$ cat config.mk
export PLATFORM = sky130hd
export DESIGN_NAME = gru_dense_head
export DESIGN_NICKNAME = d
export VERILOG_FILES = /design/src/rtl/gru_fxp_pkg.sv /design/src/rtl/fxp_round_sat.sv /design/src/rtl/gru_dense_head.sv
export SDC_FILE = /design/constraint.sdc
export NUM_CORES = 2
export LEC_CHECK = 0
export ABC_CLOCK_PERIOD_IN_PS = 11300
export CAP_MARGIN = 20
export CELL_PAD_IN_SITES_DETAIL_PLACEMENT = 0
export CELL_PAD_IN_SITES_GLOBAL_PLACEMENT = 1
export CORE_MARGIN = 10
export CORE_UTILIZATION = 45
export CTS_CLUSTER_SIZE = 10
export DETAILED_ROUTE_END_ITERATION = 7
export MAX_ROUTING_LAYER = met4
export PLACE_DENSITY = 0.86
export SETUP_SLACK_MARGIN = 0.05
export SYNTH_ARGS = -nofsm -noshare
export SYNTH_HDL_FRONTEND = slang
export SYNTH_SLANG_ARGS = --single-unit
export TNS_END_PERCENT = 50
$ cat constraint.sdc
create_clock -name clk -period 11.3 [get_ports clk]
set_input_delay 2.26 -clock clk [delete_from_list [all_inputs] [get_ports clk]]
set_output_delay 2.26 -clock clk [all_outputs]
set_load 0.01 [all_outputs]
$ cat src/rtl/gru_fxp_pkg.sv
// Shared fixed-point definitions for the GRU datapath: default widths, accumulator sizing,
// saturation limits and the dense-head FSM state encoding.
package gru_fxp_pkg;

    localparam int unsigned DEF_DATA_WIDTH = 32;
    localparam int unsigned DEF_FRAC_BITS  = 16;

    // Saturation limits at the default word width
    localparam logic signed [DEF_DATA_WIDTH-1:0] MAX_POS = {1'b0, {(DEF_DATA_WIDTH-1){1'b1}}};
    localparam logic signed [DEF_DATA_WIDTH-1:0] MAX_NEG = {1'b1, {(DEF_DATA_WIDTH-1){1'b0}}};

    // Full-precision product width plus growth for `units` terms plus one bit for the bias term
    function automatic int unsigned acc_width(int unsigned dw, int unsigned units);
        return 2 * dw + $clog2(units) + 1;
    endfunction

    typedef enum logic [2:0] {
        S_IDLE,
        S_MAC,
        S_BIAS,
        S_ROUND,
        S_OUT
    } gru_state_e;

endpackage

$ cat src/rtl/fxp_round_sat.sv
// Combinational round-half-up, arithmetic shift by FRAC_BITS and saturation of a wide
// accumulator down to a DATA_WIDTH signed word.
module fxp_round_sat
    import gru_fxp_pkg::*;
#(
    parameter int unsigned DATA_WIDTH = DEF_DATA_WIDTH,
    parameter int unsigned FRAC_BITS  = DEF_FRAC_BITS,
    parameter int unsigned ACC_W      = acc_width(DATA_WIDTH, 3)
) (
    input  logic signed [ACC_W-1:0]      acc_i,
    output logic signed [DATA_WIDTH-1:0] y_o
);

    // One extra bit so adding the half-LSB can never wrap
    localparam logic signed [ACC_W:0] Half = {{ACC_W{1'b0}}, 1'b1} << (FRAC_BITS - 1);

    logic signed [DATA_WIDTH-1:0] sat_pos;
    logic signed [DATA_WIDTH-1:0] sat_neg;
    logic signed [ACC_W:0]        biased;
    logic signed [ACC_W:0]        shifted;

    if (DATA_WIDTH == DEF_DATA_WIDTH) begin : g_pkg_lim
        assign sat_pos = MAX_POS;
        assign sat_neg = MAX_NEG;
    end else begin : g_gen_lim
        assign sat_pos = {1'b0, {(DATA_WIDTH-1){1'b1}}};
        assign sat_neg = {1'b1, {(DATA_WIDTH-1){1'b0}}};
    end

    // Round half up, drop fraction bits, clamp into the representable range
    always_comb begin
        biased  = {acc_i[ACC_W-1], acc_i} + Half;
        shifted = biased >>> FRAC_BITS;
        if (shifted > (ACC_W+1)'(sat_pos)) begin
            y_o = sat_pos;
        end else if (shifted < (ACC_W+1)'(sat_neg)) begin
            y_o = sat_neg;
        end else begin
            y_o = shifted[DATA_WIDTH-1:0];
        end
    end

endmodule

$ cat src/rtl/gru_dense_head.sv
// Dense output projection after the GRU: y = sum(Wd[i]*h[i]) + bd, one multiply per cycle,
// rounded and saturated, delivered over valid/ready with a per-sequence last flag.
module gru_dense_head
    import gru_fxp_pkg::*;
#(
    parameter int unsigned DATA_WIDTH = DEF_DATA_WIDTH,
    parameter int unsigned FRAC_BITS  = DEF_FRAC_BITS,
    parameter int unsigned GRU_UNITS  = 3,
    parameter int unsigned SEQ_LENGTH = 4
) (
    input  logic                              clk,
    input  logic                              rstn,
    input  logic                              i_w_we,
    input  logic [$clog2(GRU_UNITS+1)-1:0]    i_w_addr,
    input  logic [DATA_WIDTH-1:0]             i_w_data,
    output logic                              o_w_drop,
    input  logic                              i_seq_clear,
    input  logic                              i_h_valid,
    input  logic [GRU_UNITS*DATA_WIDTH-1:0]   i_h_flat,
    output logic                              o_h_ready,
    output logic                              o_y_valid,
    output logic [DATA_WIDTH-1:0]             o_y_data,
    output logic                              o_y_last,
    input  logic                              i_y_ready,
    output logic                              o_busy
);

    localparam int unsigned AccW  = acc_width(DATA_WIDTH, GRU_UNITS);
    localparam int unsigned AddrW = $clog2(GRU_UNITS + 1);
    localparam int unsigned KW    = (GRU_UNITS > 1) ? $clog2(GRU_UNITS) : 1;
    localparam int unsigned TW    = (SEQ_LENGTH > 1) ? $clog2(SEQ_LENGTH) : 1;

    gru_state_e                   state_q;
    logic [KW-1:0]                k_q;
    logic [TW-1:0]                tcount_q, tcount_d;
    logic signed [DATA_WIDTH-1:0] wd_q [GRU_UNITS];
    logic signed [DATA_WIDTH-1:0] bd_q;
    logic signed [DATA_WIDTH-1:0] h_q [GRU_UNITS];
    logic signed [AccW-1:0]       acc_q;
    logic [DATA_WIDTH-1:0]        y_data_q;
    logic                         y_valid_q, y_last_q, w_drop_q;

    logic                         idle, w_accept;
    logic signed [DATA_WIDTH-1:0] w_sel, h_sel;
    logic signed [2*DATA_WIDTH-1:0] prod;
    logic signed [DATA_WIDTH-1:0] y_round;

    assign idle      = (state_q == S_IDLE);
    // A vector arriving in the same cycle takes priority over a weight write
    assign w_accept  = i_w_we && idle && !i_h_valid && (32'(i_w_addr) <= GRU_UNITS);

    assign o_h_ready = idle;
    assign o_busy    = !idle;
    assign o_y_valid = y_valid_q;
    assign o_y_data  = y_data_q;
    assign o_y_last  = y_last_q;
    assign o_w_drop  = w_drop_q;

    // Select the k-th weight/hidden pair and form the full-precision product
    always_comb begin
        w_sel = '0;
        h_sel = '0;
        for (int i = 0; i < GRU_UNITS; i++) begin
            if (k_q == KW'(i)) begin
                w_sel = wd_q[i];
                h_sel = h_q[i];
            end
        end
        prod = (2*DATA_WIDTH)'(w_sel) * (2*DATA_WIDTH)'(h_sel);
    end

    // Timestep counter: advance on output handshake, clear wins over advance
    always_comb begin
        tcount_d = tcount_q;
        if (state_q == S_OUT && i_y_ready) begin
            tcount_d = (tcount_q == TW'(SEQ_LENGTH - 1)) ? '0 : tcount_q + 1'b1;
        end
        if (i_seq_clear) begin
            tcount_d = '0;
        end
    end

    fxp_round_sat #(
        .DATA_WIDTH (DATA_WIDTH),
        .FRAC_BITS  (FRAC_BITS),
        .ACC_W      (AccW)
    ) u_round_sat (
        .acc_i (acc_q),
        .y_o   (y_round)
    );

    // Weight and bias storage, written only while idle
    always_ff @(posedge clk or negedge rstn) begin
        if (!rstn) begin
            for (int i = 0; i < GRU_UNITS; i++) wd_q[i] <= '0;
            bd_q <= '0;
        end else if (w_accept) begin
            if (i_w_addr == AddrW'(GRU_UNITS)) begin
                bd_q <= i_w_data;
            end
            for (int i = 0; i < GRU_UNITS; i++) begin
                if (i_w_addr == AddrW'(i)) wd_q[i] <= i_w_data;
            end
        end
    end

    // Control FSM with MAC datapath and registered outputs
    always_ff @(posedge clk or negedge rstn) begin
        if (!rstn) begin
            state_q   <= S_IDLE;
            k_q       <= '0;
            acc_q     <= '0;
            tcount_q  <= '0;
            y_data_q  <= '0;
            y_valid_q <= 1'b0;
            y_last_q  <= 1'b0;
            w_drop_q  <= 1'b0;
            for (int i = 0; i < GRU_UNITS; i++) h_q[i] <= '0;
        end else begin
            w_drop_q <= i_w_we && !w_accept;
            tcount_q <= tcount_d;
            unique case (state_q)
                S_IDLE: begin
                    if (i_h_valid) begin
                        for (int i = 0; i < GRU_UNITS; i++) begin
                            h_q[i] <= i_h_flat[i*DATA_WIDTH +: DATA_WIDTH];
                        end
                        acc_q   <= '0;
                        k_q     <= '0;
                        state_q <= S_MAC;
                    end
                end
                S_MAC: begin
                    acc_q <= acc_q + AccW'(prod);
                    if (k_q == KW'(GRU_UNITS - 1)) begin
                        state_q <= S_BIAS;
                    end else begin
                        k_q <= k_q + 1'b1;
                    end
                end
                S_BIAS: begin
                    // Bias is Q-format like the inputs; align it to the product scale
                    acc_q   <= acc_q + (AccW'(bd_q) <<< FRAC_BITS);
                    state_q <= S_ROUND;
                end
                S_ROUND: begin
                    y_data_q  <= y_round;
                    y_valid_q <= 1'b1;
                    y_last_q  <= (tcount_q == TW'(SEQ_LENGTH - 1));
                    state_q   <= S_OUT;
                end
                S_OUT: begin
                    if (i_y_ready) begin
                        y_valid_q <= 1'b0;
                        state_q   <= S_IDLE;
                    end
                end
                default: state_q <= S_IDLE;
            endcase
        end
    end

endmodule

==> impl_metrics.tcl <==
set metrics [dict create \
    max_freq_mhz 91.9 \
    die_w_um 380 \
    worstHoldPathType "reg -> reg" \
    antenna_found_initial 9 \
    ctsHtreeMaxLevel 2 \
    area_growth_pct 9.41 \
    synth_warnings 0 \
    setup_tns_ns 0 \
    fp.dieArea_mm2 0.144 \
    worst_path_most_repeated_cell "fa_1" \
    critical_path_class "reg -> reg" \
    clock_sinks 333 \
    syn_area_mm2 0.0583 \
    worstSetupStartpointType "flop" \
    ys_seq_area_frac 0.143 \
    rows 131 \
    syn_nets 7858 \
    min-delay-start "acc_q[14]$_DFFE_PN0P_" \
    synth_ff_type "dfrtp_1" \
    io_buffers 172 \
    critical_path.endpoint_type "flop" \
    period_minus_slack_ns 10.88 \
    dr_total_vias 44464 \
    required_ns 11.73 \
    fin_nets 7948 \
    max_slew_margin 0.215 \
    drt_iter0_markers 3808 \
    synth_cell_types 79 \
    grt_overflow 0 \
    ys_seq_elements 333 \
    cap_violations 0 \
    timing.rr.start "k_q[1]$_DFFE_PN0P_" \
    cts_tree "done" \
    grt_usage 0.282 \
    syn_area_per_cell_um2 9.40 \
    vias_per_cell 5.54 \
    initial_core_util 0.455 \
    tightest_slew_ns 1.18 \
    clk_latency_ns 0.61 \
    ios 173 \
    rsz0062_at_grt "false" \
    synth_edf_count 0 \
    drtPass1Iterations 6 \
    critPathLaunch "k_q[1]$_DFFE_PN0P_" \
    grt_pass1_wl_mm 303 \
    drive_gt1_frac 0.0859 \
    hpwl_mm 166 \
    synthCells 6199 \
    gp_congestion 0.975 \
    finalClockSkew_ns 0.0538 \
    ant_nets 0 \
    grt_max_degree 99 \
    critPathSlowestCell "a211oi_1" \
    arrival_ns 11.31 \
    routed_wl_mm 197 \
    fp.dieH_um 380 \
    grt_pass1_vias 48219 \
    postSynth.asyncResetShare 1.00 \
    cts.path.max_buffers 3 \
    r2r_slack_ns 0.42 \
    slew_violations 0 \
    hold_buffers 0 \
    finalCritPeriodShare 0.963 \
    cts_inserted_buffers 41 \
    clkTransAtPathRegs_ns 0.06 \
    status "finished clean" \
    core_area_mm2 0.128 \
    clockRootBuffer "clkbuf_16" \
    cp_slowest_stage_delay_ns 0.82 \
    setup_violations 0 \
    hold_viol_final 0 \
    cp_max_fo 35 \
    wl_per_cell_um 24.6 \
    drc_errors 0 \
]
## cell usage after synthesis (all sizes together), types with 16 or more instances
cell    instances  area (um^2)
inv          1337         5020
fa           1244        24900
nand2         744         2790
nor2          598         2240
dfrtp         333         8330
ha            279         3490
clkbuf        265          995
mux2          227         2560
a21oi         174          871
o21ai         161          806
xnor2         110          963
a22oi          78          586
o21a           65          488
a21o           60          450
nand4          45          288
xor2           44          385
nand3          41          210
o211ai         37          378
buf            32          149
nor3           31          160
o21bai         30          225
nand2b         26          165
and2           25          156
or2            17          106
a31oi          16          100
and3           16          100
## worst paths after layout
path                                          to  cells after the start
min in group asynchronous  acc_q[55]$_DFFE_PN0P_                      1
min                        acc_q[14]$_DFFE_PN0P_                      2
max in group asynchronous    h_q[63]$_DFFE_PN0P_                      3
min reg2reg                acc_q[14]$_DFFE_PN0P_                      2
max                        acc_q[64]$_DFFE_PN0P_                     32
max reg2reg                acc_q[64]$_DFFE_PN0P_                     32
## stage by stage
stage | util | area [um^2] | hold slack, ns | setup WS [ns] | std cells
floorplan | - | 58300 | 0.450 | 1.13 | 6199
global placement | 0.488 | 62500 | 0.462 | 0.529 | 7972
detailed placement | 0.488 | 62600 | 0.471 | 0.468 | 7974
CTS | 0.497 | 63700 | 0.483 | 0.361 | 8025
global route | 0.497 | 63800 | 0.514 | 0.150 | 8032
finish | 0.497 | 63800 | 0.480 | 0.419 | 8033
## layout make-up
type	count	area, um^2
inverter	1337	5020
sequential	333	8330
clock inverter	7	96.3
clock buffer	44	1060
fill	12002	64400
tap	1729	2160
antenna	7	17.5
timing repair buffer	344	3100
multi-input combinational	4232	44000
## per-layer routing
layer,routed length [um],global-route usage,up-vias
met4,10600,0.120,0
li1,-,-,19019
met3,15600,0.0538,435
met5,0,-,-
met1,76500,0.349,23131
met2,94700,0.454,1879
## sequential cells by signal, indices dropped and copies added, names as in the netlist
signal     cells
o_w_drop       1
o_y_last       1
h_q           96
state_q        3
bd_q          32
tcount_q       2
k_q            2
o_y_valid      1
acc_q         67
wd_q          96
o_y_data      32
## layout by cell type (no fill, tap or decap), types with 11 or more instances in the layout
master           Yosys  routed
dfrtp_1            333     333
and3_1              16      16
nor2_1             598     597
buf_4                0     164
nand3_1             40      40
o21bai_1            30      30
nor3_1              30      29
xor2_1              44      44
nor2b_1             14      13
inv_1             1335    1334
xnor2_1            110     110
nand4_1             44      44
fa_1              1244    1244
o21a_1              65      65
o21ai_2              0      21
mux2_2             227     227
a22oi_1             78      78
clkdlybuf4s50_1      0     171
nand2_1            744     743
o211ai_2            20      20
nand2b_1            25      25
o31ai_1             12      11
a21o_1              60      60
clkbuf_16            0      41
or3_1               14      14
o21ai_0            111      98
o21ai_1             50      41
and2_1              25      24
a31oi_1             16      15
or2_2               16      16
a21oi_1            174     167
nor4_1              11      11
o211ai_1            17      17
ha_1               279     277
## logic make-up after synthesis
group	count (synthesis)	synth area share
adder cells (fa/ha/maj)	1523	0.487
AO/OA/AOI/OAI	714	0.0806
multiplexers	232	0.0447
flip-flops	333	0.143
buffers and inverters	1634	0.106
AND/OR/NAND/NOR	1609	0.116
XOR/XNOR	154	0.0231
## worst max-delay path: cells and delay by family, from the launching register on
kind,cells,cell delay (ns)
adder cells (fa/ha/maj),10,4.96
AO/OA/AOI/OAI,9,3.07
buffers and inverters,8,1.42
AND/OR/NAND/NOR,4,0.56
flip-flops,1,0.42
XOR/XNOR,1,0.19
## what timing repair did
item / CTS / global route
resized for setup: 0 / 1
setup endpoints to repair: 0 / 1
setup buffers: 0 / 0
Power is left out: the tool's default activity adds up to more than one toggle a clock period on the data nets, which glitch-free logic cannot reach.
